$ cat config.mk
export PLATFORM = sky130hd
export DESIGN_NAME = mips_fetch_stage
export DESIGN_NICKNAME = d
export VERILOG_FILES = /design/src/rtl/mips_pkg.sv /design/src/rtl/mips_next_pc.sv /design/src/rtl/mips_fetch_stage.sv
export SDC_FILE = /design/constraint.sdc
export NUM_CORES = 1
export LEC_CHECK = 0
export CAP_MARGIN = 15
export CELL_PAD_IN_SITES_DETAIL_PLACEMENT = 2
export CELL_PAD_IN_SITES_GLOBAL_PLACEMENT = 2
export CORE_ASPECT_RATIO = 1.25
export CORE_UTILIZATION = 24
export CTS_CLUSTER_DIAMETER = 30
export CTS_CLUSTER_SIZE = 10
export DETAILED_ROUTE_END_ITERATION = 8
export PLACE_DENSITY = 0.82
export SLEW_MARGIN = 20
export SYNTH_ARGS = -nofsm -noshare
export SYNTH_HDL_FRONTEND = slang
export SYNTH_SLANG_ARGS = --single-unit
$ cat constraint.sdc
create_clock -name clk -period 2.5 [get_ports clk]
set_input_delay 0.5 -clock clk [delete_from_list [all_inputs] [get_ports clk]]
set_output_delay 0.5 -clock clk [all_outputs]
set_load 0.01 [all_outputs]
$ cat src/rtl/mips_pkg.sv
// mips_pkg: shared types and constants for the MIPS pipeline slice.
//   word_t    - 32-bit machine word
//   ifid_t    - IF/ID pipeline register contents (instr, pc_plus4, valid)
//   NOP_INSTR - encoding inserted as a bubble (sll $0,$0,0)
//   PC_INCR   - sequential PC increment in bytes
package mips_pkg;

    typedef logic [31:0] word_t;

    localparam word_t NOP_INSTR = 32'h0000_0000;
    localparam word_t PC_INCR   = 32'd4;

    typedef struct packed {
        word_t instr;
        word_t pc_plus4;
        logic  valid;
    } ifid_t;

endpackage

$ cat src/rtl/mips_next_pc.sv
// mips_next_pc: combinational next-PC priority mux.
//   pc            in  current PC
//   stall         in  hold request from the hazard unit
//   branch_taken  in  branch resolved taken (highest priority)
//   branch_target in  branch destination
//   jump          in  jump decoded (below branch)
//   jump_target   in  jump destination
//   pc_plus4      out pc + 4, modulo 2^32
//   next_pc       out value the PC register loads on the next edge
module mips_next_pc
    import mips_pkg::*;
(
    input  word_t pc,
    input  logic  stall,
    input  logic  branch_taken,
    input  word_t branch_target,
    input  logic  jump,
    input  word_t jump_target,
    output word_t pc_plus4,
    output word_t next_pc
);

    // Plain 32-bit add: 32'hFFFF_FFFC wraps to 0.
    assign pc_plus4 = pc + PC_INCR;

    // A redirect comes from an instruction older than the stalled one,
    // so it wins over stall; branch wins over jump.
    always_comb begin
        next_pc = pc_plus4;
        if (branch_taken) begin
            next_pc = branch_target;
        end else if (jump) begin
            next_pc = jump_target;
        end else if (stall) begin
            next_pc = pc;
        end
    end

endmodule

$ cat src/rtl/mips_fetch_stage.sv
// mips_fetch_stage: IF stage. Owns the PC, drives the instruction memory
// (combinational read, same cycle) and registers the fetched word into IF/ID.
//   clk, rst_n        rising-edge clock, synchronous active-low reset
//   stall             hold PC and IF/ID (a redirect still moves the PC)
//   flush             replace IF/ID contents with a bubble
//   branch_taken/_target, jump/jump_target   PC redirects
//   imem_pc, imem_en  memory address (= PC) and read enable
//   imem_instr        word returned by memory for imem_pc
//   ifid_instr/_pc_plus4/_valid  IF/ID register towards decode
//   fetch_fault       sticky bad-fetch flag, present only when the macro
//                     FETCH_ALIGN_CHECK_EN is defined
// Pipeline control: IF/ID is a plain register with no backpressure handshake.
// stall freezes it, flush/redirect empties it, otherwise it loads every cycle.
module mips_fetch_stage
    import mips_pkg::*;
#(
    parameter word_t RESET_PC   = 32'h0000_0000,
    parameter int    IMEM_BYTES = 2048
) (
    input  logic  clk,
    input  logic  rst_n,
    input  logic  stall,
    input  logic  flush,
    input  logic  branch_taken,
    input  word_t branch_target,
    input  logic  jump,
    input  word_t jump_target,
    output word_t imem_pc,
    output logic  imem_en,
    input  word_t imem_instr,
    output word_t ifid_instr,
    output word_t ifid_pc_plus4,
    output logic  ifid_valid
`ifdef FETCH_ALIGN_CHECK_EN
    ,
    output logic  fetch_fault
`endif
);

    word_t pc;
    word_t pc_plus4;
    word_t next_pc;
    ifid_t ifid_q;
    ifid_t ifid_d;
    logic  fetch_bad;

    mips_next_pc u_next_pc (
        .pc            (pc),
        .stall         (stall),
        .branch_taken  (branch_taken),
        .branch_target (branch_target),
        .jump          (jump),
        .jump_target   (jump_target),
        .pc_plus4      (pc_plus4),
        .next_pc       (next_pc)
    );

    assign imem_pc = pc;
    assign imem_en = rst_n & ~stall;

`ifdef FETCH_ALIGN_CHECK_EN
    localparam word_t PC_MAX = word_t'(IMEM_BYTES - 4);

    logic fault_q;

    // Only an actual (unstalled) fetch can fault.
    assign fetch_bad   = ~stall & ((pc[1:0] != 2'b00) | (pc > PC_MAX));
    assign fetch_fault = fault_q;

    always_ff @(posedge clk) begin
        if (!rst_n) begin
            fault_q <= 1'b0;
        end else if (fetch_bad) begin
            fault_q <= 1'b1;
        end
    end
`else
    assign fetch_bad = 1'b0;
`endif

    always_comb begin
        ifid_d = ifid_q;
        if (flush | branch_taken | jump) begin
            // Bubble; pc_plus4 is left as-is since decode ignores it.
            ifid_d.instr = NOP_INSTR;
            ifid_d.valid = 1'b0;
        end else if (!stall) begin
            ifid_d.pc_plus4 = pc_plus4;
            if (fetch_bad) begin
                ifid_d.instr = NOP_INSTR;
                ifid_d.valid = 1'b0;
            end else begin
                ifid_d.instr = imem_instr;
                ifid_d.valid = 1'b1;
            end
        end
    end

    always_ff @(posedge clk) begin
        if (!rst_n) begin
            pc     <= RESET_PC;
            ifid_q <= '{instr: NOP_INSTR, pc_plus4: 32'd0, valid: 1'b0};
        end else begin
            pc     <= next_pc;
            ifid_q <= ifid_d;
        end
    end

    assign ifid_instr    = ifid_q.instr;
    assign ifid_pc_plus4 = ifid_q.pc_plus4;
    assign ifid_valid    = ifid_q.valid;

endmodule

# Word-level counts from Yosys, hierarchy flattened
# Index checks and enable logic that the tools add are counted.
# classes
muxes,3
eq_ne,1
n_addsub,1
bitwise,6
reduce_logical,2
# ops
op,count
32-bit two-way mux,3
"32-bit by 3-bit adder with 32-bit output, second input constant",1
"3-bit by 1-bit != test with 1-bit output, second input constant",1
1-bit NOT,3
1-bit OR,2
2-bit AND reduction,1
2-bit OR reduction,1
1-bit AND,1
# word_totals
output_inout_bits,98
word_cells,17
regBits,97
in_bits,102

# Logic depth before layout (Yosys ltp)
# logic_depth
ltp_word,4
depth_mapped,8
mapped_depth_nobuf,6

# By module
# A second synthesis with hierarchy kept.
# unflattened
hier_cells,611
area_unflattened_um2,5180.0
# by_module_without_submodules
mod,area_per_inst_um2,seq_area_each_um2,cells_per_inst,instances
mips_fetch_stage,3334.4,1941.9,316,1
mips_next_pc,1845.5,0.0,295,1

# Worst setup path before layout
# No wires, ideal clock.
# synth_timing
kind,register to register
from,reg pc[2] (netlist: imem_pc[2])
to,"reg ifid_q, in the netlist ifid_pc_plus4[30]"
slack_ps,300
arrival_ps,2068
setup_time_ps,132
synth_period_minus_slack_ps,2200
path_buffers,0
required_time_ps,2368
path_stages_with_launch,7
path_cell_list,dfxtp_1 -> ha_1 -> nand4_1 -> or4_4 -> or4_4 -> xnor2_1 -> a21oi_1
# synth_between
elab_chain_cells,1
# synth_rtl
element,line,rtl
start: declaration,mips_fetch_stage.sv:40,word_t pc;
start signal: assignment,mips_fetch_stage.sv:104,pc <= next_pc;
32-bit by 3-bit adder with 32-bit output,mips_next_pc.sv:24,assign pc_plus4 = pc + PC_INCR;
end signal: assignment,mips_fetch_stage.sv:102,"ifid_q <= '{instr: NOP_INSTR, pc_plus4: 32'd0, valid: 1'b0};"
end signal: assignment,mips_fetch_stage.sv:105,ifid_q <= ifid_d;
end: declaration,mips_fetch_stage.sv:43,ifid_t ifid_q;
# No other way between the ends.
# A chain may end at the register's enable or synchronous reset.

# Final worst setup path
# layout_timing
from,reg pc[3] (netlist: imem_pc[3])
to,"reg ifid_q, in the netlist ifid_pc_plus4[18]"
# The elaborated chain is that of the path after synthesis.

==> flow_summary.ini <==
[global_route]
use_met3_pct = 7.30
grt.busiest_layer = met2
grt_pass1_wl_um = 33700
grt-ovfl-total = 0
grt.met1_usage_pct = 22.9
use_met2_pct = 38.2
grt_max_degree = 38
antenna_found_initial = 0
grt_pass1_vias = 6013
grt.total_usage_pct = 21.5

[power_and_ir_drop]
pwr-share-comb_pct = 17.8
power_switching_share_pct = 25.1
p_leak_nw = 2.73
clock_power_share_pct = 43.1
switching_power_mw = 1.07
power.internal_mw = 3.19
peakVddDrop_uv = 383
power.total_mw = 4.27
power_density_nw_per_um2 = 565
seq_power_share_pct = 39.1

[floorplan]
die_h_um = 160
start_util_pct = 24.5
dieArea_um2 = 20500
fp.dieW_um = 128
ios = 200
rows = 57
core_area_um2 = 19500

[logic_synthesis]
synth_mux_area_share_pct = 8.80
synth_seq_cells = 97
synth_edf_count = 0
synthCells = 572
yosysWarnings = 0
synth-adder-area-share_pct = 0.262
yosysSeqAreaShare_pct = 40.6
synth_compound_area_share_pct = 18.6
synth-xor-area-share_pct = 6.41
async_flop_share_pct = 0
ys.flop_type = dfxtp_1
yosys.area.top_type = dfxtp_1
synth_area_um2 = 4780
synthSimpleGateAreaFrac_pct = 19.2
ys_top_cells_by_area = dfxtp_1 41%, mux2i_1 8.8%, nor2_1 5.7%, a21oi_1 5.5%, o21ai_0 4.4%
avgSynthCellArea_um2 = 8.36
synth.lib_cells_used.distinct = 50
synth_top_family_by_area = simple AND/OR/NAND/NOR gates
yosysTopAreaCellShare_pct = 40.6
syn_nets = 675

[layout]
diodes = 0
fillers = 2149
final_core_util_pct = 38.8
final_cell_mix = 198 x clkdlybuf4s50_1, 97 x dfxtp_1, 72 x nor2_1, 53 x a21oi_1
syn_to_final_growth_pct = 58.1
layout-drive-gt1-share_pct = 8.38
nets = 874
final_common_cell = clkdlybuf4s50_1

[critical_path]
end_kind = flop
path_buf_inv = 0
worstPathArrival_ns = 2.61
crit_family = simple AND/OR/NAND/NOR gates
cp-start-kind = flop
max_stage_delay_ns = 0.71
path_cells = ha_1 -> nand4_1 -> or4_1 -> or2_2 -> xnor2_1 -> a211oi_1
slowest_stage = or4_1
required_ns = 2.77
crit_type = reg -> reg
crit_fanout = 8

[cts]
htreeDepth = 3
cts_sinks = 97
cts_buffers = 9
clockBufferDepth = 2
ctsHoldBuffers = 0
cts_resized = 0
clock_latency_ns = 0.36
cts_root_buf = clkbuf_16
cts_tree = done
post_cts_buffers = 0
clk_pin_slew_ns = 0.07

[route]
wl_per_cell_um = 20.7
drt_first_iter_violations = 244
drc_errors = 0
wl_um = 21500
dr.pass1.iters = 4
ant_nets = 0
vias = 5237
via_per_inst = 5.03

[sta]
tns_ns = 0
worstMarginPinSlew_ns = 0.729
setup_viol = 0
hold_viol_final = 0
skew_ns = 0.00742
fmax_mhz = 428
drv_slew = 0
fin_crit_sh_pct = 93.4
slew_headroom_pct = 51.0
period_needed_ns = 2.34
rsz0062_at_grt = no

[placed_design]
place_congestion = 0.825
dpl.hpwl_um = 16400
io_buffers = 199

[status]
status = complete, no violations

[worst_hold_path]
holdCritPathClass = reg -> reg

[run]
cap_violations = 0
power groups by stage:
stage	clock network (mW)	logic, mW	registers [mW]
6_report	1.84	0.758	1.67
5_1_grt	1.94	0.814	1.68
4_1_cts	1.88	0.766	1.67
3_5_place_dp	0	0.757	1.70
3_3_place_gp	0	0.731	1.70
2_1_floorplan	0	0.285	1.73
state kept, by name (all words and copies together), names as in the netlist:
name and count:
ifid_instr 32, ifid_pc_plus4 32, imem_pc 32, ifid_valid 1
area by class of cell:
type                       count  area (µm²)  share of cell area (%)
tap                          265         332                    4.39
inverter                      13        48.8                   0.646
clock buffer                   9         225                    2.98
timing repair buffer         238        2290                    30.3
clock inverter                 7         164                    2.17
sequential                    97        1940                    25.7
multi-input combinational    412        2550                    33.8
routing by layer:
metal / vias to the layer above / wire length (µm)
li1: 2443 / -
met1: 2541 / 8280
met2: 204 / 10900
met3: 49 / 1710
met4: 0 / 658
met5: - / 0
cell usage after synthesis (all sizes together), types with 5 or more instances:
master and instances:
o21ai 42, nand2 33, o221ai 9, xnor2 24
or3 6, or4 6, nor3 16, a21oi 53
buf 10, mux2i 42, a22oi 7, dfxtp 97
nand3 17, clkbuf 40, nand4 5, nor2 72
inv 13, a211oi 10, nor4 19, xor2 11
path summary, 6_finish.rpt:
path                            startpoint           endpoint  slack, ns  cells past startpoint
worst max register to register  imem_pc[3]  ifid_pc_plus4[18]       0.16                      6
worst min-delay path            ifid_valid         ifid_valid       0.49                      2
worst max-delay path            imem_pc[3]  ifid_pc_plus4[18]       0.16                      6
worst min register to register  ifid_valid         ifid_valid       0.49                      2
per-stage QoR:
| step | hold slack, ns | cells | setup slack, ns | instance area (µm²) |
|---|---|---|---|---|
| 4_1_cts | 0.489 | 1041 | 0.153 | 7560 |
| 3_5_place_dp | 0.462 | 1025 | 0.0814 | 7170 |
| 6_report | 0.493 | 1041 | 0.164 | 7560 |
| 2_1_floorplan | 0.445 | 572 | 0.300 | 4780 |
| 5_1_grt | 0.516 | 1041 | 0.0159 | 7560 |
| 3_3_place_gp | 0.437 | 1025 | 0.235 | 7170 |
tightest hold or removal path, cell delays in order (launching register included):
cell	delay [ns]
dfxtp_1	0.32
inv_1	0.05
a21oi_1	0.06
cells by family after synthesis:
logic type | count (synthesis)
AND/OR/NAND/NOR | 188
AO/OA/AOI/OAI | 146
flip-flops | 97
buffers and inverters | 63
multiplexers | 42
XOR/XNOR | 35
adder cells (fa/ha/maj) | 1
Note: power is estimated with default switching activity, not from simulation.
